File: config.mk
export PLATFORM = sky130hd
export DESIGN_NAME = pc_fetch_responder
export DESIGN_NICKNAME = d
export VERILOG_FILES = /design/src/rtl/pc_fetch_pkg.sv /design/src/rtl/pc_fetch_store.sv /design/src/rtl/pc_fetch_responder.sv
export SDC_FILE = /design/constraint.sdc
export NUM_CORES = 1
export LEC_CHECK = 0
export BUFFER_PORTS_ARGS = -buffer_cell sky130_fd_sc_hd__buf_2
export CAP_MARGIN = 20
export CORE_MARGIN = 3
export CORE_UTILIZATION = 50
export CTS_CLUSTER_SIZE = 8
export DETAILED_ROUTE_END_ITERATION = 7
export PLACE_DENSITY = 0.7
export SYNTH_ARGS = -nofsm -noshare
export SYNTH_HDL_FRONTEND = slang
export SYNTH_SLANG_ARGS = --single-unit
File: constraint.sdc
create_clock -name clk -period 1.4 [get_ports clk]
set_input_delay 0.07 -clock clk [delete_from_list [all_inputs] [get_ports clk]]
set_output_delay 0.07 -clock clk [all_outputs]
set_load 0.02 [all_outputs]
File: src/rtl/pc_fetch_pkg.sv
// pc_fetch_pkg: shared types and defaults for the fetch responder.
// Exports the FSM state enum and default geometry / error word.
package pc_fetch_pkg;

   localparam int DEF_ADDR_W = 4;
   localparam int DEF_DATA_W = 8;
   localparam int DEF_DEPTH  = 12;

   // Wide enough for any DATA_W up to 32; truncated at use.
   localparam logic [31:0] DEF_ERR_DATA = '1;

   typedef enum logic [1:0] {
      IDLE = 2'd0,
      READ = 2'd1,
      RESP = 2'd2
   } state_t;

endpackage

File: src/rtl/pc_fetch_store.sv
// pc_fetch_store: DEPTH x DATA_W flop store, one write port, one
// registered read port (read-before-write), out-of-range flagging.
// Ports: clk, rst_n, ena | wr_en/wr_addr/wr_data | rd_en/rd_addr
//        -> rd_data/rd_err (registered, updated only on rd_en).
module pc_fetch_store
   import pc_fetch_pkg::*;
#(
   parameter int                ADDR_W   = DEF_ADDR_W,
   parameter int                DATA_W   = DEF_DATA_W,
   parameter int                DEPTH    = DEF_DEPTH,
   parameter logic [DATA_W-1:0] ERR_DATA = '1
) (
   input  logic              clk,
   input  logic              rst_n,
   input  logic              ena,
   input  logic              wr_en,
   input  logic [ADDR_W-1:0] wr_addr,
   input  logic [DATA_W-1:0] wr_data,
   input  logic              rd_en,
   input  logic [ADDR_W-1:0] rd_addr,
   output logic [DATA_W-1:0] rd_data,
   output logic              rd_err
);

   localparam logic [ADDR_W:0] LIMIT = (ADDR_W+1)'(DEPTH);

   logic [DATA_W-1:0] mem [DEPTH];
   logic [DATA_W-1:0] rd_word;
   logic              wr_ok;
   logic              rd_oob;

   assign wr_ok  = ena && wr_en && ({1'b0, wr_addr} < LIMIT);
   assign rd_oob = ({1'b0, rd_addr} >= LIMIT);

   always_comb begin
      rd_word = '0;
      for (int i = 0; i < DEPTH; i++) begin
         if (rd_addr == ADDR_W'(i)) rd_word = mem[i];
      end
   end

   always_ff @(posedge clk or negedge rst_n) begin
      if (!rst_n) begin
         for (int i = 0; i < DEPTH; i++) mem[i] <= '0;
      end else if (wr_ok) begin
         for (int i = 0; i < DEPTH; i++) begin
            if (wr_addr == ADDR_W'(i)) mem[i] <= wr_data;
         end
      end
   end

   // Sampled from the pre-edge array, so a same-edge write is not seen.
   always_ff @(posedge clk or negedge rst_n) begin
      if (!rst_n) begin
         rd_data <= '0;
         rd_err  <= 1'b0;
      end else if (ena && rd_en) begin
         rd_data <= rd_oob ? ERR_DATA : rd_word;
         rd_err  <= rd_oob;
      end
   end

endmodule

File: src/rtl/pc_fetch_responder.sv
// pc_fetch_responder: accepts a PC address (pc_valid/pc_ready), reads
// the store, returns the word (instr_valid/instr_ready); host preload
// via wr_*; fetch_count counts completed fetches; ena=0 freezes all.
module pc_fetch_responder
   import pc_fetch_pkg::*;
#(
   parameter int                ADDR_W   = DEF_ADDR_W,
   parameter int                DATA_W   = DEF_DATA_W,
   parameter int                DEPTH    = DEF_DEPTH,
   parameter logic [DATA_W-1:0] ERR_DATA = DATA_W'(DEF_ERR_DATA)
) (
   input  logic              clk,
   input  logic              rst_n,
   input  logic              ena,
   input  logic              pc_valid,
   input  logic [ADDR_W-1:0] pc_addr,
   output logic              pc_ready,
   output logic              instr_valid,
   output logic [DATA_W-1:0] instr_data,
   output logic              instr_err,
   input  logic              instr_ready,
   input  logic              wr_en,
   input  logic [ADDR_W-1:0] wr_addr,
   input  logic [DATA_W-1:0] wr_data,
   output logic [7:0]        fetch_count
);

   state_t            state_q, state_d;
   logic              rdy_q, rdy_d;
   logic              vld_q, vld_d;
   logic              err_q, err_d;
   logic [ADDR_W-1:0] addr_q, addr_d;
   logic [DATA_W-1:0] data_q, data_d;
   logic [7:0]        cnt_q, cnt_d;
   logic              rd_en;
   logic [DATA_W-1:0] rd_data;
   logic              rd_err;

   pc_fetch_store #(
      .ADDR_W   (ADDR_W),
      .DATA_W   (DATA_W),
      .DEPTH    (DEPTH),
      .ERR_DATA (ERR_DATA)
   ) u_store (
      .clk     (clk),
      .rst_n   (rst_n),
      .ena     (ena),
      .wr_en   (wr_en),
      .wr_addr (wr_addr),
      .wr_data (wr_data),
      .rd_en   (rd_en),
      .rd_addr (addr_q),
      .rd_data (rd_data),
      .rd_err  (rd_err)
   );

   // RESP has two phases: first cycle latches the store read into the
   // output register, then the word is presented and held.
   always_comb begin
      state_d = state_q;
      rdy_d   = rdy_q;
      vld_d   = vld_q;
      err_d   = err_q;
      addr_d  = addr_q;
      data_d  = data_q;
      cnt_d   = cnt_q;
      rd_en   = 1'b0;
      unique case (state_q)
         IDLE: begin
            rdy_d = 1'b1;
            if (pc_valid && rdy_q) begin
               addr_d  = pc_addr;
               rdy_d   = 1'b0;
               state_d = READ;
            end
         end
         READ: begin
            rd_en   = 1'b1;
            state_d = RESP;
         end
         RESP: begin
            if (!vld_q) begin
               vld_d  = 1'b1;
               data_d = rd_data;
               err_d  = rd_err;
            end else if (instr_ready) begin
               vld_d   = 1'b0;
               cnt_d   = cnt_q + 8'd1;
               rdy_d   = 1'b1;
               state_d = IDLE;
            end
         end
         default: state_d = IDLE;
      endcase
   end

   always_ff @(posedge clk or negedge rst_n) begin
      if (!rst_n) begin
         state_q <= IDLE;
         rdy_q   <= 1'b0;
         vld_q   <= 1'b0;
         err_q   <= 1'b0;
         addr_q  <= '0;
         data_q  <= '0;
         cnt_q   <= '0;
      end else if (ena) begin
         state_q <= state_d;
         rdy_q   <= rdy_d;
         vld_q   <= vld_d;
         err_q   <= err_d;
         addr_q  <= addr_d;
         data_q  <= data_d;
         cnt_q   <= cnt_d;
      end
   end

   assign pc_ready    = rdy_q && ena;
   assign instr_valid = vld_q;
   assign instr_data  = data_q;
   assign instr_err   = err_q;
   assign fetch_count = cnt_q;

endmodule
==> results.ini <==
[power_and_ir_drop]
p_per_area_nw_per_um2=1940
pwr-share-clk=0.286
comb_power_share=0.371
switching_share=0.318
p_switching_mw=5.04
power.internal_mw=10.8
leakagePower_nw=3.75
ir_drop_uv=1040
pwr-share-seq=0.343

[routing]
wl_per_cell_um=19.8
drcViolationCount=0
drtIter0Drc=300
via_per_inst=5.59
vias=4369
ant_nets=0
drt_wl_total_um=15400
dr.pass1.iters=4

[setup_path]
cp.required_ps=1710
startpoint=addr_q[0]
path_class=flip-flop to flip-flop
cp_max_fo=8
reg2reg_from=addr_q[0]
rr_worst_depth=8
crit_arrival_ps=1940
crit_path_end_kind=flip-flop
worstSetupStartpointType=flip-flop

[final_layout]
layout.cells.non_filler=781
nNetsFinal=625
syn_to_final_growth_pct=30.6
stdcell_area_um2=8150
drive_gt1_frac=0.514
post-route-util=0.673
antenna_cells=0
layout_commonest_cell=dfrtp_1
layout_common_cells=dfrtp_1 (127), mux2_2 (92), buf_4 (51), buf_2 (39), nand2_1 (27)

[grt]
grt_pass1_vias=4637
grt_max_degree=41
grt_pass1_wl_um=25300
gr-usage-all-layers=0.236
antenna_found_initial=0
grt_remaining_overflow=0

[logic_synthesis]
synth_fp_nets=520
async_reset_ff_frac=1.00
seq_area_frac_synth=0.521
synthCells=497
ys_ff_latch=130
synthFlopType=dfrtp_1
netlist-cell-type-count=46
syn_area_per_cell_um2=12.6
synth_edf_count=0
yosys_warnings=0
synth_area_um2=6240

[clock_network]
cts_root_buffer=clkbuf_16
cts_buffer_depth=2
cts_tree=yes
cts_made_buffers=17
clk_pin_slew_ps=60
h-tree-depth=4
cts.sinks=130
clkLatencyLatePin_ps=420

[place]
numPlacedInstances=734
io_buffers=40
place_area_um2=7230
gp_congestion=0.880
dpl.hpwl_um=10600

[timing]
final-max-slew-violation-count=0
worst_slew_pin_slew_ps=459
fmax_mhz=614
setup_violations=22
rsz0062_at_grt=yes
worst_slack_ps=-228
finalCriticalPeriod_ps=1630
skew_ps=6.45
slew_headroom=0.694
min_period_over_period=1.16
hold_viol_final=0
fin_tns_setup_ps=-1800

[die]
die_area_um2=13900
die_w_um=118
core_region_area_um2=12100
num_io_pins=41
std_cell_rows=40
start_util=0.515
fp.dieH_um=118

[hold_path]
min_path_type=primary input to flip-flop
worstHoldStart=wr_data[4]
hold_depth=2

[run_status]
status=finished, violations left
violations=negative setup slack

[run]
drv_cap=0

-- what timing repair did --
action                     CTS  global route
hold buffers                 5             0
gates resized for setup     21            23
setup buffers                6             6
pin swaps                    5            12
cloned                       2             0
hold endpoints to repair   104             0
setup endpoints to repair   19            29
-- final timing paths --
kind	end	slack (ps)
worst min register to register	fetch_count[7]	470
worst max register to register	u_store.rd_data[5]	-230
worst max-delay path	u_store.rd_data[5]	-230
worst min-delay path	u_store.mem[60]	70
max in group asynchronous	u_store.mem[65]	670
min in group asynchronous	u_store.mem[94]	150
-- critical path, cell delays in order (launching register included) --
cell and delay [ps]:
dfrtp_2 440, buf_4 150, buf_12 120, buf_4 150, mux2i_1 150, nand2_1 70, nand3_1 100, o311ai_1 120
a22o_1 210
-- cells in the mapped netlist, types with 8 or more instances --
master | number | share of area
dfrtp_1 | 130 | 0.52
mux2_2 | 102 | 0.18
a21oi_1 | 34 | 0.027
nand2_1 | 27 | 0.016
nor2_1 | 27 | 0.016
clkbuf_1 | 19 | 0.011
mux2_4 | 16 | 0.038
mux2i_1 | 16 | 0.026
nand2b_1 | 14 | 0.014
o21ai_0 | 11 | 0.0088
buf_2 | 8 | 0.0064
nor2_2 | 8 | 0.0080
-- metrics by stage --
stage          worst slack [ps]  power (mW)  hold WS (ps)
2_1_floorplan             -41.0        8.88          -226
3_3_place_gp               -204        10.5          40.5
3_5_place_dp               -221        10.7          56.9
4_1_cts                    -181        15.6          48.6
5_1_grt                    -307        16.7          64.0
6_report                   -228        15.8          72.5
-- per-layer routing --
| layer | track usage | part of all wire | vias to the layer above |
|---|---|---|---|
| met2 | 0.388 | 0.50 | 102 |
| met4 | 0.0813 | 0.021 | 0 |
| li1 | - | - | 1992 |
| met1 | 0.311 | 0.44 | 2244 |
| met5 | 0 | 0 | - |
| met3 | 0.0519 | 0.042 | 31 |
-- cells by family after synthesis --
logic type,share of synthesized area
mux,0.273
flops,0.521
simple gates,0.0838
compound gates,0.0808
buf+inv,0.0293
xor+xnor,0.00982
fa+ha+maj,0.00200
-- power by group through the flow --
stage	registers, mW	clock network (mW)	logic [mW]
6_report	5.44	4.53	5.88
5_1_grt	5.56	4.79	6.37
4_1_cts	5.43	4.60	5.58
3_5_place_dp	5.45	0	5.20
3_3_place_gp	5.41	0	5.07
2_1_floorplan	5.33	0	3.55
-- state kept, by name, indices dropped and copies added (netlist names) --
signal / cells
instr_valid: 1
state_q: 2
u_store.rd_data: 8
u_store.mem: 96
fetch_count: 8
addr_q: 4
instr_data: 8
u_store.rd_err: 1
instr_err: 1
rdy_q: 1
-- layout make-up --
class	count	area (um2)
clock inverters	5	100
fillers	876	3960
flip-flops and latches	130	3260
well taps	168	210
repair buffers	119	1020
clock buffers	25	505
multi-input cells	330	3050
inverters	4	15.0
Note: power is estimated with default switching activity, not from simulation.
